==> src/rtl/stream_demux_pkg.sv <==
// stream_demux_pkg
//   Shared definitions for the stream demultiplexer.
//   - state_e       : packet-tracking FSM states (IDLE, PASS, DROP)
//   - DEFAULT_CNT_W : default width of the dropped-packet counter
package stream_demux_pkg;

    typedef enum logic [1:0] {
        ST_IDLE = 2'd0,
        ST_PASS = 2'd1,
        ST_DROP = 2'd2
    } state_e;

    localparam int DEFAULT_CNT_W = 16;

endpackage

==> src/rtl/stream_demux_oreg.sv <==
// stream_demux_oreg
//   Single-entry output register with load/drain handshake.
//   Ports:
//     clk, rst_n  : clock, asynchronous active-low reset
//     load_i      : write payload_i this edge (entry becomes valid)
//     drain_i     : consumer takes the current entry this edge
//     payload_i   : {data, last, ch} to store
//     vld_o       : entry holds a beat
//     payload_o   : stored {data, last, ch}; held after drain
module stream_demux_oreg #(
    parameter int PAYLOAD_W = 12
) (
    input  logic                 clk,
    input  logic                 rst_n,
    input  logic                 load_i,
    input  logic                 drain_i,
    input  logic [PAYLOAD_W-1:0] payload_i,
    output logic                 vld_o,
    output logic [PAYLOAD_W-1:0] payload_o
);

    logic                 vld_q, vld_d;
    logic [PAYLOAD_W-1:0] payload_q, payload_d;

    // Load wins over drain: a drain and a load on the same edge leaves the
    // entry valid with the new beat.
    always_comb begin
        vld_d     = vld_q;
        payload_d = payload_q;
        if (load_i) begin
            vld_d     = 1'b1;
            payload_d = payload_i;
        end else if (drain_i) begin
            vld_d     = 1'b0;
        end
    end

    always_ff @(posedge clk or negedge rst_n) begin
        if (!rst_n) begin
            vld_q     <= 1'b0;
            payload_q <= '0;
        end else begin
            vld_q     <= vld_d;
            payload_q <= payload_d;
        end
    end

    assign vld_o     = vld_q;
    assign payload_o = payload_q;

endmodule

==> src/rtl/stream_demux.sv <==
// stream_demux
//   Registered 1-to-N stream demultiplexer with packet-locked channel select.
//   The select is sampled on the first beat of a packet and held until the
//   last beat; packets whose select is out of range are swallowed and counted.
//   Handshake: a beat moves when valid and ready are both high at a rising
//   edge; ready never depends combinationally on the same side's valid.
//   Ports:
//     clk, rst_n          : clock, asynchronous active-low reset
//     en                  : global enable for accepting new beats
//     in_valid/in_ready   : upstream handshake
//     in_data/in_sel/in_last : upstream beat payload, select, end of packet
//     out_valid/out_ready : per-channel one-hot valid and consumer ready
//     out_data/out_last   : shared payload and end-of-packet flag
//     drop_cnt            : saturating count of dropped packets
//     busy                : packet in progress or output register full
//     dbg_state           : current FSM state (state_e encoding)
module stream_demux
    import stream_demux_pkg::*;
#(
    parameter  int DATA_W = 8,
    parameter  int N_OUT  = 8,
    parameter  int CNT_W  = DEFAULT_CNT_W,
    localparam int SEL_W  = $clog2(N_OUT)
) (
    input  logic              clk,
    input  logic              rst_n,
    input  logic              en,
    input  logic              in_valid,
    output logic              in_ready,
    input  logic [DATA_W-1:0] in_data,
    input  logic [SEL_W-1:0]  in_sel,
    input  logic              in_last,
    output logic [N_OUT-1:0]  out_valid,
    input  logic [N_OUT-1:0]  out_ready,
    output logic [DATA_W-1:0] out_data,
    output logic              out_last,
    output logic [CNT_W-1:0]  drop_cnt,
    output logic              busy,
    output logic [1:0]        dbg_state
);

    localparam int PAYLOAD_W = DATA_W + 1 + SEL_W;

    state_e             state_q, state_d;
    logic [SEL_W-1:0]   ch_q, ch_d;
    logic [CNT_W-1:0]   cnt_q, cnt_d;

    logic               o_vld;
    logic [DATA_W-1:0]  o_data;
    logic               o_last;
    logic [SEL_W-1:0]   o_ch;
    logic               drain_rdy;
    logic               accept;
    logic               sel_ok;
    logic               load;
    logic [SEL_W-1:0]   load_ch;

    // Only the channel currently held in the register can drain it.
    assign drain_rdy = out_ready[o_ch];
    assign sel_ok    = ({1'b0, in_sel} < (SEL_W+1)'(N_OUT));

    // rst_n gating keeps in_ready low while reset is asserted. DROP swallows
    // beats without touching the register, so it ignores en and backpressure.
    assign in_ready = rst_n &&
                      ((state_q == ST_DROP) || (en && (!o_vld || drain_rdy)));
    assign accept   = in_valid && in_ready;

    assign load    = accept && (((state_q == ST_IDLE) && sel_ok) ||
                                (state_q == ST_PASS));
    assign load_ch = (state_q == ST_IDLE) ? in_sel : ch_q;

    always_comb begin
        state_d = state_q;
        ch_d    = ch_q;
        cnt_d   = cnt_q;
        case (state_q)
            ST_IDLE: begin
                if (accept) begin
                    if (sel_ok) begin
                        ch_d = in_sel;
                        if (!in_last) state_d = ST_PASS;
                    end else begin
                        if (cnt_q != {CNT_W{1'b1}}) cnt_d = cnt_q + 1'b1;
                        if (!in_last) state_d = ST_DROP;
                    end
                end
            end
            ST_PASS: begin
                if (accept && in_last) state_d = ST_IDLE;
            end
            ST_DROP: begin
                if (accept && in_last) state_d = ST_IDLE;
            end
            default: state_d = ST_IDLE;
        endcase
    end

    always_ff @(posedge clk or negedge rst_n) begin
        if (!rst_n) begin
            state_q <= ST_IDLE;
            ch_q    <= '0;
            cnt_q   <= '0;
        end else begin
            state_q <= state_d;
            ch_q    <= ch_d;
            cnt_q   <= cnt_d;
        end
    end

    stream_demux_oreg #(
        .PAYLOAD_W (PAYLOAD_W)
    ) u_oreg (
        .clk       (clk),
        .rst_n     (rst_n),
        .load_i    (load),
        .drain_i   (o_vld && drain_rdy),
        .payload_i ({in_data, in_last, load_ch}),
        .vld_o     (o_vld),
        .payload_o ({o_data, o_last, o_ch})
    );

    assign out_valid = o_vld ? ({{(N_OUT-1){1'b0}}, 1'b1} << o_ch) : '0;
    assign out_data  = o_data;
    assign out_last  = o_last;
    assign drop_cnt  = cnt_q;
    assign busy      = (state_q != ST_IDLE) || o_vld;
    assign dbg_state = state_q;

endmodule

==> config.mk <==
export PLATFORM = sky130hd
export DESIGN_NAME = stream_demux
export DESIGN_NICKNAME = d
export VERILOG_FILES = /design/src/rtl/stream_demux_pkg.sv /design/src/rtl/stream_demux_oreg.sv /design/src/rtl/stream_demux.sv
export SDC_FILE = /design/constraint.sdc
export NUM_CORES = 1
export LEC_CHECK = 0
export CAP_MARGIN = 20
export CORE_UTILIZATION = 40
export CTS_CLUSTER_SIZE = 8
export DETAILED_ROUTE_END_ITERATION = 8
export GPL_TIMING_DRIVEN = 0
export MAX_ROUTING_LAYER = met4
export PLACE_DENSITY = 0.85
export SYNTH_ARGS = -nofsm -noshare
export SYNTH_HDL_FRONTEND = slang
export SYNTH_SLANG_ARGS = --single-unit
==> constraint.sdc <==
create_clock -name clk -period 2.9 [get_ports clk]
set_input_delay 0.58 -clock clk [delete_from_list [all_inputs] [get_ports clk]]
set_output_delay 0.58 -clock clk [all_outputs]
set_load 0.1 [all_outputs]
==> metrics.txt, run 1 <==
Non-Filler Instances=189; grt ovf=0; initial antenna violation count=0; critical path arrival=2260 ps; Hold Worst Slack=482 ps; Clock Sinks=17; Yosys cell types=26; number of DRC markers in iteration 0=7; WP buf/inv=2; CP max stage delay=560 ps; vias in the first global route=805; status=complete, no violations; sequential share of the synthesized area=41.0%; # DRC=0; YS warnings=0; Cells after Synth=96; multi-input logic area=519 um2; Filler cells=213; worst path cell trace=clkdlybuf4s50_1 > mux2i_1 > a22o_1 > o21ai_2 > and3_1 > clkdlybuf4s15_2; Total Routed Length=2.22 mm; Slew @ Worst Pin=997 ps; cells resized by post-CTS repair=5; gpl congestion=0.724; Clock transition at path regs=90 ps; drt wl/cell=11.8 um; # nets final=184; critical path startpoint=out_ready[3]; RSZ-0062 raised after global routing=false; total CTS buffers=3; f_max=0.352 GHz; Rel. slew slack=33.3%; Post-CTS Hold Fix Bufs=0; I/O pins=61; CP max FO=3; Seq. cell area=425 um2; CTS H-tree lvls=1; Mapped Area=0.00104 mm2; Placed Instances=185; CTS root buf=clkbuf_4; Clock Latency Late Sink=280 ps; CTS tree=built; area grow syn2layout=54.8%; Hold Path Class=in2async; fraction of layout cells with a size suffix above 1=29.6%; Yosys reg bits=17; Die Ht=52.9 um; max cap viols=0; largest net degree at the start of global routing=20; post-route ant nets=0; critical path endpoint category=output pin; worst flop-to-flop path startpoint=u_oreg.payload_o[1]; DR vias/cell=4.44; DR pass1 iterations=4; max-slew violation count=0; pre-CTS setup slack=-706 ps; min Tclk post-route=2840 ps; Worst Path Required=2320 ps; Die Span X=52.9 um; slowest CP cell=clkdlybuf4s15_2; hpwl dp=1.78 mm; final worst slack=61.2 ps; FFs w/ async S/R, synth=100%; Hold Fails Final Rpt=0; Setup Fix Bufs, Post-CTS=0; DR vias=840; Die ar.=0.00280 mm2; Post-synth EDFFs=0; number of setup violations in the final report=0; Port Buffer Count=43; # diodes=0; crit share post-route=97.9%; maximum VDD drop=0.000835 V; Leak=0.000794 uW; num rows=18; clock skew=0.587 ps; top_reg_cell synth=dfrtp_1; clk buf depth=2; syn avg cell area=10.8 um2; global-route wire length before repair=3.50 mm; total power=1530 uW; Overall Global Routing Usage=17.7%; critical path class=in2out; Initial Util=42.3%; Power Density=954 mW/mm2; Crit path max-delay family=buffers and inverters; core area=0.00245 mm2; CP startpoint kind=input pin
[routing by layer]
layer / track usage [%] / part of all wire (%)
met5: - / 0
met4: 5.26 / 1.1
met3: 3.16 / 7.7
met2: 31.9 / 51
met1: 19.7 / 40
[state kept, by name, indices dropped and copies added, names as in the netlist]
signal	cells
ch_q	3
dbg_state	1
u_oreg.payload_o	12
u_oreg.vld_o	1
[worst register-to-register path, cell delays in order, from the launching register on]
cell	delay, ps
dfrtp_1	350
buf_6	150
mux2_2	340
o22ai_2	200
o21ai_2	90
nand2b_2	130
buf_6	180
mux2_4	310
[final timing paths]
kind,end,slack (ps),cells after the start
max,in_ready,60,6
min,u_oreg.payload_o[9],480,1
max reg2reg,u_oreg.payload_o[6],1030,7
min reg2reg,u_oreg.payload_o[11],510,1
max in group asynchronous,u_oreg.payload_o[6],1930,1
min in group clk,u_oreg.payload_o[11],510,1
[area by class of cell]
cell class | instances | share of cell area (%)
well taps | 30 | 2.34
clock buffers | 4 | 1.64
plain buffers | 20 | 9.66
repair buffers | 43 | 27.0
flip-flops and latches | 17 | 26.5
multi-input cells | 73 | 32.3
inverters | 2 | 0.468
[cells in the final DEF (no fill, tap or decap), types with 3 or more instances in the layout]
master / synthesis / final
buf_4: 17 / 17
clkbuf_4: 0 / 3
clkdlybuf4s50_1: 0 / 38
conb_1: 1 / 17
dfrtp_1: 17 / 17
mux2_2: 9 / 9
mux2_4: 6 / 6
mux2i_1: 5 / 5
nand2_1: 6 / 6
nand2b_1: 3 / 3
nor2_1: 7 / 7
nor3_2: 1 / 3
o21ai_0: 4 / 4
[cell families (layout without fill, tap and decap cells)]
group                  Yosys count  after routing  share of synthesized area [%]
and+or+nand+nor                 26             26                           12.8
buffers and inverters           22             69                           15.7
muxes                           20             20                           23.3
DFF                             17             17                           41.0
AOI/OAI and AO/OA               10             10                           6.88
other                            1             17                          0.362
[metrics by stage]
step / TNS (ps) / cell area [um2] / util, %
floorplan: 0 / 1110 / -
global placement: -693 / 1580 / 64.2
detailed placement: -706 / 1580 / 64.2
CTS: 0 / 1600 / 65.2
global route: 0 / 1610 / 65.4
finish: 0 / 1610 / 65.4
[Yosys cell counts, drive strengths merged (2+ instances only)]
| master | instances | area [um2] |
|---|---|---|
| dfrtp | 17 | 425 |
| nor2 | 7 | 26.3 |
| nand2b | 4 | 27.5 |
| nor3 | 3 | 20.0 |
| nor2b | 2 | 12.5 |
| buf | 20 | 155 |
| mux2i | 5 | 50.1 |
| or2 | 2 | 12.5 |
| o21ai | 5 | 28.8 |
| mux2 | 15 | 191 |
| nand2 | 6 | 22.5 |
| inv | 2 | 7.51 |
[where the power goes]
part	internal [uW]	switching (uW)	leakage, uW
clock network	53.4	67.5	0.0000150
registers	322	61.0	0.000202
logic	308	719	0.000577
(Power assumes the default switching activity.)
==> run 2, diff against run 1 <==
clock period = 3.5 ns   (was 2.9 ns; I/O delays follow)
==> metrics.txt, run 2 (synthesis results as in run 1) <==
post-route ant nets=0 (unchanged); wire length on met2=1.04 mm (-8.2%); Die ar.=0.00280 mm2 (unchanged); Metal-1 WL=877 um (-1.7%); most common cell after layout, fill and taps aside=clkdlybuf4s50_1; Post-CTS Hold Fix Bufs=0 (unchanged); grt ovf=0 (unchanged); critical path arrival=2530 ps (+270 ps); highest routed metal layer=met4; RSZ-0062 raised after global routing=false; Overall Global Routing Usage=16.8% (-0.86 points); Die Span X=52.9 um (unchanged); Rel. slew slack=34.6% (+1.4 points); CTS root buf=clkbuf_4; Total Routed Length=2.11 mm (-5.0%); Placed Instances=185 (unchanged); DR vias/cell=4.39 (-1.2%); clk buf depth=2 (unchanged); Slew @ Worst Pin=977 ps (-20.3 ps); Combinational Power Share=66.5% (-0.6 points); most frequent cells in the layout=42 x clkdlybuf4s50_1, 17 x buf_4, 17 x conb_1, 17 x dfrtp_1, 9 x mux2_2; largest net degree at the start of global routing=20 (unchanged); Switching Fraction=55.3% (about the same); fraction of layout cells with a size suffix above 1=28.3% (-1.3 points); Layout Utilization=64.9% (-0.51 points); Clock transition at path regs=90 ps (about the same); Clock Sinks=17 (unchanged); Int Power=566 uW (-17%); total power=1270 uW (-17%); area grow syn2layout=53.6%; DR pass1 iterations=4 (unchanged); min Tclk post-route=3230 ps; Power Density=796 mW/mm2 (-17%); # diodes=0 (unchanged); Initial Util=42.3% (unchanged); crit share post-route=92.3%; Non-Filler Instances=189 (unchanged); pre-CTS setup slack=-352 ps (+354 ps); Leak=0.000747 uW (-5.9%); Die Ht=52.9 um (unchanged); Clock Latency Late Sink=300 ps (+20 ps); Clock Power Share=8.4% (+0.5 points); maximum VDD drop=0.000636 V (-24%); worst path cell trace=clkdlybuf4s50_1 > and3_1 > clkdlybuf4s15_2; # DRC=0 (unchanged); max-slew violation count=0 (unchanged); final worst slack=269 ps (+208 ps); number of DRC markers in iteration 0=9 (+2); Switch Pwr=702 uW (-17%); slowest CP cell=clkdlybuf4s50_1; status=complete, no violations; DR vias=830 (-1.2%); CTS tree=built; Seq pwr share=25.1% (about the same); Port Buffer Count=43 (unchanged); CTS H-tree lvls=1 (unchanged); # nets final=184 (unchanged); critical path endpoint category=output pin; Hold Fails Final Rpt=0 (unchanged); clock skew=3.21 ps (+2.63 ps); met3 wire len=145 um (-15%); vias in the first global route=785 (-2.5%); CP startpoint kind=input pin; total CTS buffers=3 (unchanged); CP max FO=19 (+16); Hold Path Class=reg2reg; drt wl/cell=11.2 um (-5.0%); Fin Setup TNS=0 ps (unchanged); number of setup violations in the final report=0 (unchanged); gpl congestion=0.809 (+12%); core area=0.00245 mm2 (unchanged); max cap viols=0 (unchanged); num rows=18 (unchanged); hpwl dp=1.70 mm (-4.8%); initial antenna violation count=0 (unchanged); CP max stage delay=980 ps (+420 ps); Worst Path Required=2800 ps (+480 ps); I/O pins=61 (unchanged); f_max=0.310 GHz; max reg flops=12 (unchanged); critical path class=in2out; global-route wire length before repair=3.29 mm (-5.9%)
run 2: cell count changes in the layout (fill, tap and decap cells not counted), sizes merged:
cell | previous run | this run
dlygate4sd2 | 2 | 0
clkdlybuf4s50 | 38 | 42
dlymetal6s2s | 2 | 0
run 2: final cells by class:
class	instances	area, um2
inverters	2	7.51
plain buffers	20	155
clock buffers	4	26.3
flip-flops and latches	17	425
multi-input cells	73	509
repair buffers	43	432
fillers	196	862
well taps	30	37.5
run 2: metrics by stage:
step	hold WS (ps)	cell area, um2
after floorplan	404	1100
after global placement	485	1570
after detailed placement	494	1570
after CTS	516	1590
after global routing	538	1590
final	514	1590
run 2: layer usage:
metal | global-route usage (%) | vias to the layer above
met4 | 9.21 | 0
met2 | 27.4 | 40
met1 | 19.7 | 372
met3 | 2.59 | 5
li1 | - | 413
met5 | - | -
run 2: path summary, 6_finish.rpt:
kind                                     startpoint             endpoint  slack (ps)  cells past startpoint
worst min register to register  u_oreg.payload_o[4]  u_oreg.payload_o[4]         510                      1
max in group asynchronous                     rst_n  u_oreg.payload_o[8]        2160                      1
min in group asynchronous                     rst_n  u_oreg.payload_o[3]         850                      1
worst max-delay path                          rst_n             in_ready         270                      3
worst max register to register  u_oreg.payload_o[1]  u_oreg.payload_o[5]        1650                      7
worst min-delay path            u_oreg.payload_o[4]  u_oreg.payload_o[4]         510                      1
run 2: timing repair:
| action | 4_1_cts | 5_1_grt |
|---|---|---|
| resized for setup | 3 | 0 |
| hold endpoints to repair | 0 | 0 |
| setup endpoints to repair | 1 | 0 |
| setup buffers | 0 | 0 |
run 2: worst max-delay path: cells and delay by family:
kind / cells / cell delay (ps)
and+or+nand+nor: 1 / 280
buffers and inverters: 2 / 1540
run 2: power by group through the flow:
stage	logic [uW]	registers, uW	clock network [uW]
after floorplan	425	570	0
after global placement	836	316	0
after detailed placement	844	322	0
after CTS	846	319	109
after global routing	883	328	118
final	843	319	107
==> run 3, diff against run 2 <==
SYNTH_HIERARCHICAL = 1   (was not set)
==> metrics.txt, run 3 <==
status=complete, no violations; global-route wire length before repair=3.24 mm (-1.7%); drt wl/cell=11.6 um (+4.4%); Post-synth top cells=17 x buf_4, 17 x dfrtp_1, 12 x mux2_4; # diodes=0 (unchanged); sequential share of the synthesized area=41.6% (+0.55 points); Yosys cell types=19 (-27%); vias in the first global route=747 (-4.8%); Initial Util=44.1% (+1.9 points); clk buf depth=2 (unchanged); syn avg cell area=12.3 um2 (+14%); critical path endpoint category=output pin; most common cell after layout, fill and taps aside=clkdlybuf4s50_1; Port Buffer Count=43 (unchanged); min Tclk post-route=3240 ps (+11.3 ps); CP startpoint kind=input pin; CP max FO=19 (unchanged); YS warnings=6 (+6); r2r setup slk=1320 ps (-330 ps); slowest CP cell=clkdlybuf4s50_1; number of setup violations in the final report=0 (unchanged); DR vias=770 (-7.2%); # nets final=171 (-7.1%); Overall Global Routing Usage=16.6% (-0.22 points); post-synth top area share=41.6% (+0.55 points); RSZ-0062 raised after global routing=false; area grow syn2layout=54.2%; pre-CTS setup slack=-388 ps (-36.6 ps); # DRC=0 (unchanged); multi-input logic area=503 um2 (-1.2%); Worst Path Required=2800 ps (about the same); max reg flops=12 (unchanged); WHS Endpoint=ch_q[0]; most frequent cells in the layout=42 x clkdlybuf4s50_1, 17 x buf_4, 17 x conb_1, 17 x dfrtp_1, 12 x mux2_4; critical path arrival=2540 ps (about the same); initial antenna violation count=0 (unchanged); FFs w/ async S/R, synth=100% (unchanged); Die ar.=0.00277 mm2 (-1.3%); Cells after Synth=83 (-14%); worst r2r path cells=6 (-1); Total Routed Length=2.03 mm (-3.9%); num rows=17 (-1); grt ovf=0 (unchanged); Post-CTS Hold Fix Bufs=0 (unchanged); Slew @ Worst Pin=980 ps (+3.11 ps); worst flop-to-flop path startpoint=u_oreg/payload_o[0]; Min-Delay Path Depth=1 (unchanged); largest net degree at the start of global routing=20 (unchanged); Reg-to-Reg End=u_oreg/payload_o[7]; Die Ht=52.6 um (-0.63%); Hold Path Class=reg2reg; Clock Sinks=17 (unchanged); Clock transition at path regs=100 ps (about the same); CP max stage delay=1000 ps (+20 ps); CTS tree=built; worst path cell trace=clkdlybuf4s50_1 > nand2_1 > a21oi_1 > clkdlybuf4s15_2; I/O pins=61 (unchanged); clock skew=4.31 ps (+1.09 ps); Hold Fails Final Rpt=0 (unchanged); top_reg_cell synth=dfrtp_1; Die Span X=52.6 um (-0.63%); Hold Crit Start=ch_q[0]; Rel. slew slack=34.4% (-0.21 points); post-route ant nets=0 (unchanged); Area contributors post-synth=dfrtp_1 42%, mux2_4 18%, buf_4 12%, mux2_2 6.6%, mux4_2 4.4%; CTS root buf=clkbuf_4; f_max=0.308 GHz (-0.35%); Mapped Area=0.00102 mm2 (-1.3%); Filler cells=175 (-11%); fraction of layout cells with a size suffix above 1=32.2% (+3.9 points); core area=0.00232 mm2 (-5.6%); gpl congestion=0.624 (-23%); Yosys reg bits=17 (unchanged); Seq. cell area=425 um2 (unchanged); hpwl dp=1.61 mm (-5.2%); DR pass1 iterations=4 (unchanged); DR vias/cell=4.43 (+0.77%); number of DRC markers in iteration 0=5 (-4); Synth area leader=dfrtp_1; critical path class=in2out; crit share post-route=92.6% (+0.32 points); max-slew violation count=0 (unchanged); max cap viols=0 (unchanged); Post-synth EDFFs=0 (unchanged); CTS H-tree lvls=1 (unchanged); final worst slack=258 ps (-11.3 ps); total CTS buffers=3 (unchanged); Clock Latency Late Sink=290 ps (about the same)
[run 3: cell types whose count changed in the layout (fill, tap and decap cells not counted), sizes merged, moves of 2 or more]
cell   change
mux2       +3
mux2i      -3
mux4       +2
nand2      -2
nor2b      -2
o21ai      -5
or2        -2
[run 3: timing repair]
action / CTS / global route
hold endpoints to repair: 0 / 0
resized for setup: 3 / 0
setup buffers: 0 / 0
setup endpoints to repair: 1 / 0
[run 3: cells by family (layout without fill, tap and decap cells)]
family / after synthesis / after routing / synth area share, %
AND/OR/NAND/NOR: 17 / 17 / 7.33
buffers and inverters: 22 / 69 / 15.2
flip-flops: 17 / 17 / 41.6
other: 1 / 17 / 0.366
AO/OA/AOI/OAI: 4 / 4 / 3.79
multiplexers: 22 / 22 / 31.8
[run 3: final cells by class]
class	instances	area share (%)
Multi-Input combinational cell	60	31.9
Timing Repair Buffer	43	27.4
Sequential cell	17	27.0
Buffer	19	9.12
Tap cell	28	2.22
Clock buffer	3	1.43
Inverter	3	0.714
Clock inverter	1	0.317
[run 3: worst max path at each step]
stage	start	endpoint	slack, ps	cells after the start
floorplan	u_oreg/payload_o[1]	out_valid[0]	170	2
global placement	rst_n	in_ready	-320	4
detailed placement	rst_n	in_ready	-390	4
CTS	rst_n	in_ready	190	4
global route	rst_n	in_ready	90	4
finish	rst_n	in_ready	260	4
[run 3: per-layer routing]
layer / routed length, um / share of wire [%] / track usage [%] / up-vias
li1: - / - / - / 368
met1: 846 / 42 / 18.9 / 348
met2: 949 / 47 / 27.6 / 52
met3: 216 / 11 / 4.06 / 2
met4: 15 / 0.74 / 7.02 / 0
met5: 0 / 0 / - / -
[run 3: metrics by stage]
step                      setup TNS, ps  instance area, um2  hold WS (ps)  instances  utilization [%]
after floorplan                       0                1080           404         99                -
after global placement             -321                1550           488        170             66.8
after detailed placement           -388                1550           495        170             66.8
after CTS                             0                1580           520        174             68.1
after global routing                  0                1580           532        174             68.1
final                                 0                1580           518        174             68.1
[run 3: critical path, delay by kind of cell]
| kind | cells | cell delay, ps |
|---|---|---|
| AOI/OAI and AO/OA | 1 | 160 |
| buffers and inverters | 2 | 1570 |
| and+or+nand+nor | 1 | 110 |
Power of run 3 is left out: the tool's default activity adds up to more than one toggle a clock period on the data nets, which glitch-free logic cannot reach.
